===== src/rtl/game_pkg.sv =====
// Shared encodings for the PS/2 movement front end: directions, scan codes and repeat FSM states.
package game_pkg;

    localparam logic [1:0] DIR_UP    = 2'd0;
    localparam logic [1:0] DIR_DOWN  = 2'd1;
    localparam logic [1:0] DIR_LEFT  = 2'd2;
    localparam logic [1:0] DIR_RIGHT = 2'd3;

    // Bit 8 marks the E0 extended prefix.
    localparam logic [8:0] KEY_UP    = 9'h175;
    localparam logic [8:0] KEY_DOWN  = 9'h172;
    localparam logic [8:0] KEY_LEFT  = 9'h16B;
    localparam logic [8:0] KEY_RIGHT = 9'h174;
    localparam logic [8:0] KEY_SPACE = 9'h029;
    localparam logic [8:0] KEY_ENTER = 9'h05A;
    localparam logic [8:0] KEY_W     = 9'h01D;
    localparam logic [8:0] KEY_S     = 9'h01B;
    localparam logic [8:0] KEY_A     = 9'h01C;
    localparam logic [8:0] KEY_D     = 9'h023;

    typedef enum logic [1:0] {
        ST_IDLE   = 2'd0,
        ST_DELAY  = 2'd1,
        ST_REPEAT = 2'd2
    } rpt_state_e;

    // Highest-priority set bit of a {right, left, down, up} vector: up > down > left > right.
    function automatic logic [1:0] prio_dir(input logic [3:0] h);
        logic [1:0] d;
        d = DIR_RIGHT;
        if (h[0])      d = DIR_UP;
        else if (h[1]) d = DIR_DOWN;
        else if (h[2]) d = DIR_LEFT;
        return d;
    endfunction

endpackage


===== src/rtl/repeat_timer.sv =====
// Loadable down-counter; expire pulses for one cycle when an armed count reaches zero.
module repeat_timer #(
    parameter int CNT_W = 23
) (
    input  logic             clk,
    input  logic             rst_n,
    input  logic             clear,
    input  logic             load,
    input  logic [CNT_W-1:0] load_val,
    output logic             expire
);

    logic [CNT_W-1:0] cnt_q;
    logic             armed_q;

    always_ff @(posedge clk or negedge rst_n) begin
        if (!rst_n) begin
            cnt_q   <= '0;
            armed_q <= 1'b0;
        end else if (clear) begin
            cnt_q   <= '0;
            armed_q <= 1'b0;
        end else if (load) begin
            cnt_q   <= load_val;
            armed_q <= 1'b1;
        end else if (armed_q) begin
            // Disarm at zero so an un-reloaded expiry does not repeat every cycle.
            if (cnt_q == '0) armed_q <= 1'b0;
            else             cnt_q   <= cnt_q - 1'b1;
        end
    end

    assign expire = armed_q && (cnt_q == '0);

endmodule


===== src/rtl/ps2_move_cmd.sv =====
// PS/2 key events to movement/action commands with held-key auto-repeat.
// Optional build macro PS2_MOVE_WASD_EN adds W/A/S/D as aliases of the arrow keys.
module ps2_move_cmd
    import game_pkg::*;
#(
    parameter int REPEAT_DELAY  = 5_000_000,
    parameter int REPEAT_PERIOD = 2_500_000,
    parameter int CNT_W         = 23
) (
    input  logic       clk,
    input  logic       rst_n,
    input  logic       play_en,
    input  logic       key_valid,
    input  logic [8:0] key_code,
    input  logic       key_break,
    output logic       move_valid,
    output logic [1:0] move_dir,
    output logic [3:0] held,
    output logic       fire,
    output logic       pause_tgl,
    output logic [1:0] dbg_state
);

    localparam logic [CNT_W-1:0] DELAY_LD  = CNT_W'(REPEAT_DELAY - 1);
    localparam logic [CNT_W-1:0] PERIOD_LD = CNT_W'(REPEAT_PERIOD - 1);

    logic       ev_make, ev_break;
    logic [3:0] arrow_hit, arrow_q, arrow_d, arrow_new;
    logic [3:0] wasd_d, wasd_new;
    logic [3:0] held_q, held_d, press_new;
    logic       any_new, cur_lost;
    logic [1:0] cur_q, cur_d;
    logic       space_hit, space_q, space_d, fire_d;
    logic       enter_hit, enter_q, enter_d, pause_d;
    rpt_state_e state_q, state_d;
    logic       pulse, t_clear, t_load, t_expire;
    logic [CNT_W-1:0] t_load_val;

    assign ev_make  = key_valid & ~key_break;
    assign ev_break = key_valid &  key_break;

    assign arrow_hit = {key_code == KEY_RIGHT, key_code == KEY_LEFT,
                        key_code == KEY_DOWN,  key_code == KEY_UP};
    assign arrow_d   = ev_make  ? (arrow_q | arrow_hit) :
                       ev_break ? (arrow_q & ~arrow_hit) : arrow_q;
    // Only a 0->1 of a pressed bit counts; keyboard typematic makes fall out here.
    assign arrow_new = {4{ev_make}} & arrow_hit & ~arrow_q;

`ifdef PS2_MOVE_WASD_EN
    logic [3:0] wasd_hit, wasd_q;
    assign wasd_hit = {key_code == KEY_D, key_code == KEY_A,
                       key_code == KEY_S, key_code == KEY_W};
    assign wasd_d   = ev_make  ? (wasd_q | wasd_hit) :
                      ev_break ? (wasd_q & ~wasd_hit) : wasd_q;
    assign wasd_new = {4{ev_make}} & wasd_hit & ~wasd_q;

    always_ff @(posedge clk or negedge rst_n) begin
        if (!rst_n) wasd_q <= '0;
        else        wasd_q <= wasd_d;
    end
`else
    assign wasd_d   = '0;
    assign wasd_new = '0;
`endif

    assign held_d    = arrow_d | wasd_d;
    assign press_new = arrow_new | wasd_new;
    assign any_new   = |press_new;

    assign space_hit = (key_code == KEY_SPACE);
    assign enter_hit = (key_code == KEY_ENTER);
    assign space_d   = (ev_make & space_hit) | (space_q & ~(ev_break & space_hit));
    assign enter_d   = (ev_make & enter_hit) | (enter_q & ~(ev_break & enter_hit));
    assign fire_d    = play_en & ev_make & space_hit & ~space_q;
    assign pause_d   = play_en & ev_make & enter_hit & ~enter_q;

    // Newest press wins; losing cur to a release falls back to the priority order.
    always_comb begin
        cur_d    = cur_q;
        cur_lost = 1'b0;
        if (any_new) begin
            cur_d = prio_dir(press_new);
        end else if ((held_d != '0) && !held_d[cur_q]) begin
            cur_d    = prio_dir(held_d);
            cur_lost = 1'b1;
        end
    end

    always_ff @(posedge clk or negedge rst_n) begin
        if (!rst_n) state_q <= ST_IDLE;
        else        state_q <= state_d;
    end

    // Key transitions are tested before expiry so a coincident expiry is dropped.
    always_comb begin
        state_d    = state_q;
        pulse      = 1'b0;
        t_clear    = 1'b0;
        t_load     = 1'b0;
        t_load_val = DELAY_LD;
        if (!play_en || (held_d == '0)) begin
            state_d = ST_IDLE;
            t_clear = 1'b1;
        end else if (state_q == ST_IDLE) begin
            state_d = ST_DELAY;
            t_load  = 1'b1;
            pulse   = any_new;
        end else if (any_new) begin
            state_d = ST_DELAY;
            t_load  = 1'b1;
            pulse   = 1'b1;
        end else if (cur_lost) begin
            state_d = ST_DELAY;
            t_load  = 1'b1;
        end else if (t_expire) begin
            state_d    = ST_REPEAT;
            t_load     = 1'b1;
            t_load_val = PERIOD_LD;
            pulse      = 1'b1;
        end
    end

    repeat_timer #(.CNT_W(CNT_W)) u_timer (
        .clk      (clk),
        .rst_n    (rst_n),
        .clear    (t_clear),
        .load     (t_load),
        .load_val (t_load_val),
        .expire   (t_expire)
    );

    always_ff @(posedge clk or negedge rst_n) begin
        if (!rst_n) begin
            arrow_q    <= '0;
            held_q     <= '0;
            cur_q      <= DIR_UP;
            space_q    <= 1'b0;
            enter_q    <= 1'b0;
            move_valid <= 1'b0;
            move_dir   <= DIR_UP;
            fire       <= 1'b0;
            pause_tgl  <= 1'b0;
        end else begin
            arrow_q    <= arrow_d;
            held_q     <= held_d;
            cur_q      <= cur_d;
            space_q    <= space_d;
            enter_q    <= enter_d;
            move_valid <= pulse;
            if (pulse) move_dir <= cur_d;
            fire       <= fire_d;
            pause_tgl  <= pause_d;
        end
    end

    assign held      = held_q;
    assign dbg_state = state_q;

endmodule

===== config.mk =====
export PLATFORM = sky130hd
export DESIGN_NAME = ps2_move_cmd
export DESIGN_NICKNAME = d
export VERILOG_FILES = /design/src/rtl/game_pkg.sv /design/src/rtl/repeat_timer.sv /design/src/rtl/ps2_move_cmd.sv
export SDC_FILE = /design/constraint.sdc
export NUM_CORES = 1
export LEC_CHECK = 0
export BUFFER_PORTS_ARGS = -buffer_cell sky130_fd_sc_hd__buf_2
export CORE_AREA = 5 5 91 93
export DETAILED_ROUTE_END_ITERATION = 12
export DIE_AREA = 0 0 96 98
export GPL_TIMING_DRIVEN = 0
export PLACE_DENSITY = 0.64
export SLEW_MARGIN = 25
export SYNTH_ARGS = -nofsm -noshare
export SYNTH_HDL_FRONTEND = slang
export SYNTH_HIERARCHICAL = 1
export SYNTH_SLANG_ARGS = --single-unit

===== constraint.sdc =====
create_clock -name clk -period 6.31 [get_ports clk]
set_input_delay 1.893 -clock clk [delete_from_list [all_inputs] [get_ports clk]]
set_output_delay 1.893 -clock clk [all_outputs]
set_load 0.005 [all_outputs]

==> impl_metrics.csv <==
group,metric,value,unit
outcome,outcome,"finished clean",
min_path,min_path_type,"reg -> reg",
setup_path,r2r_slack,2620,ps
power_and_ir_drop,total_power,580,uW
setup_path,cp_max_fo,10,
job,max_cap_violations,0,
finish,stdcell_count,440,
cts,cts.repair.resized,0,
synth,syn_inst,298,
placement,hpwl,5120,um
sta,setup_tns,0,ps
synth,synth_most_common_cell,"dfrtp_1",
global_routing,grt_pass1_vias,2321,
detailed_routing,drc,0,
finish,num-fill-cells,789,
finish,syn2layout_area_growth,12.8,%
finish,multi_input_area,1730,um2
cts,htreeDepth,2,
placement,port_buffers,24,
detailed_routing,drt_wl_total,7020,um
power_and_ir_drop,ir_drop,0.0904,mV
cts,post_cts_buffers,0,
die,core.rowCount,32,
sta,tightest_slew,735,ps
sta,fin_worst_skew,3.90,ps
synth,async_reset_ff_share,100,%
setup_path,worstPathArrival,5330,ps
global_routing,grt_max_degree,40,
finish,nets,354,
die,die_area,9410,um2
die,die_w,96,um
sta,rsz0062_at_grt,"no",
detailed_routing,drt-initial-drc-count,57,
synth,synthDistinctLibCells,79,
placement,dp_cells,434,
synth,ys_warn_count,6,
synth,syn-cell-area,2830,um2
synth,yosysSeqAreaShare,34.5,%
global_routing,grt-ovfl-total,0,
min_path,hold_start,"space_q",
setup_path,crit_type,"in -> reg",
setup_path,cp.required,6460,ps
min_path,min_to,"fire",
power_and_ir_drop,power_density,182,nW/um2
detailed_routing,first_pass_iters,4,
setup_path,timing.rr.end,"u_timer/cnt_q[12]",
cts,postCtsHoldBufs,0,
global_routing,grt_pass1_wl,11700,um
power_and_ir_drop,leakagePower,1.32,nW
cts,clk_latency,280,ps
setup_path,reg2reg_from,"u_timer/cnt_q[0]",
die,core-area,7450,um2
synth,yosysTopAreaCell,"dfrtp_1",
setup_path,reg2reg_depth,11,
detailed_routing,antenna_left,0,
cts,cts_inserted_buffers,5,
finish,design_area,3190,um2
detailed_routing,vias,2466,
placement,placed_area,3110,um2
sta,setup_viol,0,
global_routing,grt_use_total,15.4,%
finish,regArea,976,um2
sta,relSlewSlack,50.6,%
sta,finalMaxSlewViolations,0,
cts,clockRootBuffer,"clkbuf_8",
placement,routabilityCongestion,0.864,
synth,synthTopCellsByArea,"dfrtp_1 (35%), nor2_1 (4.4%), a2111oi_2 (4.3%)",
cts,cts_tree,"done",
die,io_pins,25,
finish,drive_gt1_share,21.0,%
synth,synth-edff-count,0,
sta,min_period_over_period,82.1,%
detailed_routing,vias_per_cell,5.60,
sta,post-route-min-period,5180,ps
setup_path,cp-start-kind,"input port",
setup_path,cp-end-kind,"flip-flop",
detailed_routing,wl_per_cell,16.0,um
global_routing,antenna_found_initial,0,
synth,ys_seq_elements,39,
synth,ys.flop_type,"dfrtp_1",
die,initial_core_util,37.9,%
cts,clk_path_buf_depth,2,
sta,holdWs,431,ps
sta,timing_hold_violations_final,0,
synth,synthTopCellsByCount,"dfrtp_1 (39), nor2_1 (33), nand2_1 (19)",
cts,clock_sinks,39,
min_path,whs_path_depth,1,
finish,diodes,0,
synth,yosysTopAreaCellShare,34.5,%
cts,path_clk_slew,70,ps
sta,fmax,193,MHz
die,dieHeight,98,um
synth,syn-mean-instance-area,9.48,um2
## cell families (layout without fill, tap and decap cells)
| group | count (synthesis) | count (layout) | synth area share [%] |
|---|---|---|---|
| AO/OA/AOI/OAI | 72 | 72 | 24.1 |
| multiplexers | 7 | 7 | 3.72 |
| AND/OR/NAND/NOR | 138 | 138 | 29.0 |
| other | 2 | 12 | 0.266 |
| XOR/XNOR | 7 | 7 | 2.17 |
| flip-flops | 39 | 39 | 34.5 |
| adder cells (fa/ha/maj) | 1 | 1 | 0.443 |
| buffers and inverters | 32 | 62 | 5.71 |
## metal layers
layer	up-vias	track usage [%]	share of wire, %
li1	1208	-	-
met3	2	2.23	3.0
met2	40	25.1	49
met1	1216	21.5	47
met4	0	3.28	0.37
met5	-	0	0
## critical path, cell delays in order
cell and delay, ps:
buf_2 140, nor3b_1 370, nand4_1 200, mux2i_2 390, mux4_2 360, nand3_4 130, o21ai_4 220, o31a_1 190
clkbuf_1 350, clkbuf_1 540, nor2_1 260, o311ai_0 180, nand3_1 110
## cell type report
class                           count  area share, %
Buffer                             11           2.00
Clock buffer                        6           2.28
Multi-Input combinational cell    237           54.2
Inverter                           21           3.06
Tap cell                          102           4.01
Timing Repair Buffer               24           3.85
Sequential cell                    39           30.6
## through the flow
step	utilization, %	setup WS [ps]
global route	42.8	889
finish	42.8	1130
CTS	42.7	1210
global placement	41.8	981
floorplan	-	1610
detailed placement	41.8	916
## flip-flops by register name, indices dropped and copies added (netlist names)
| name | count |
|---|---|
| cur_q | 2 |
| dbg_state | 2 |
| enter_q | 1 |
| fire | 1 |
| held | 4 |
| move_dir | 2 |
| move_valid | 1 |
| pause_tgl | 1 |
| space_q | 1 |
| u_timer/armed_q | 1 |
| u_timer/cnt_q | 23 |
## worst max-delay path by stage
stage	from	slack [ps]	depth (start not counted)	to
final	key_code[3]	1130	13	u_timer/cnt_q[12]
after global routing	key_code[3]	890	13	u_timer/cnt_q[3]
after CTS	key_code[3]	1210	13	u_timer/cnt_q[12]
after detailed placement	key_code[3]	920	13	u_timer/cnt_q[12]
after global placement	key_code[3]	980	13	u_timer/cnt_q[5]
after floorplan	key_code[7]	1610	13	u_timer/cnt_q[12]
## where the power goes
part / total, mW / switching (mW) / internal (mW)
Clock: 0.158 / 0.0837 / 0.0738
Combinational: 0.160 / 0.0949 / 0.0646
Sequential: 0.263 / 0.00698 / 0.256
## layout by cell type (no fill, tap or decap), types with 7 or more instances in the layout
cell type  Yosys  routed
nand4b_1       7       7
nor3_1        11      11
nand2_1       19      19
conb_1         2      12
xnor2_1        7       7
nor2b_1        8       8
clkbuf_1       7       8
dfrtp_1       39      39
a21oi_1        8       8
nand3_1       11      11
a311oi_1       7       7
a211oi_1      11      11
nor2_1        33      33
inv_1         16      16
buf_2          1      24
a2111oi_2      8       8
No activity file was read; power rests on OpenSTA's default activity.
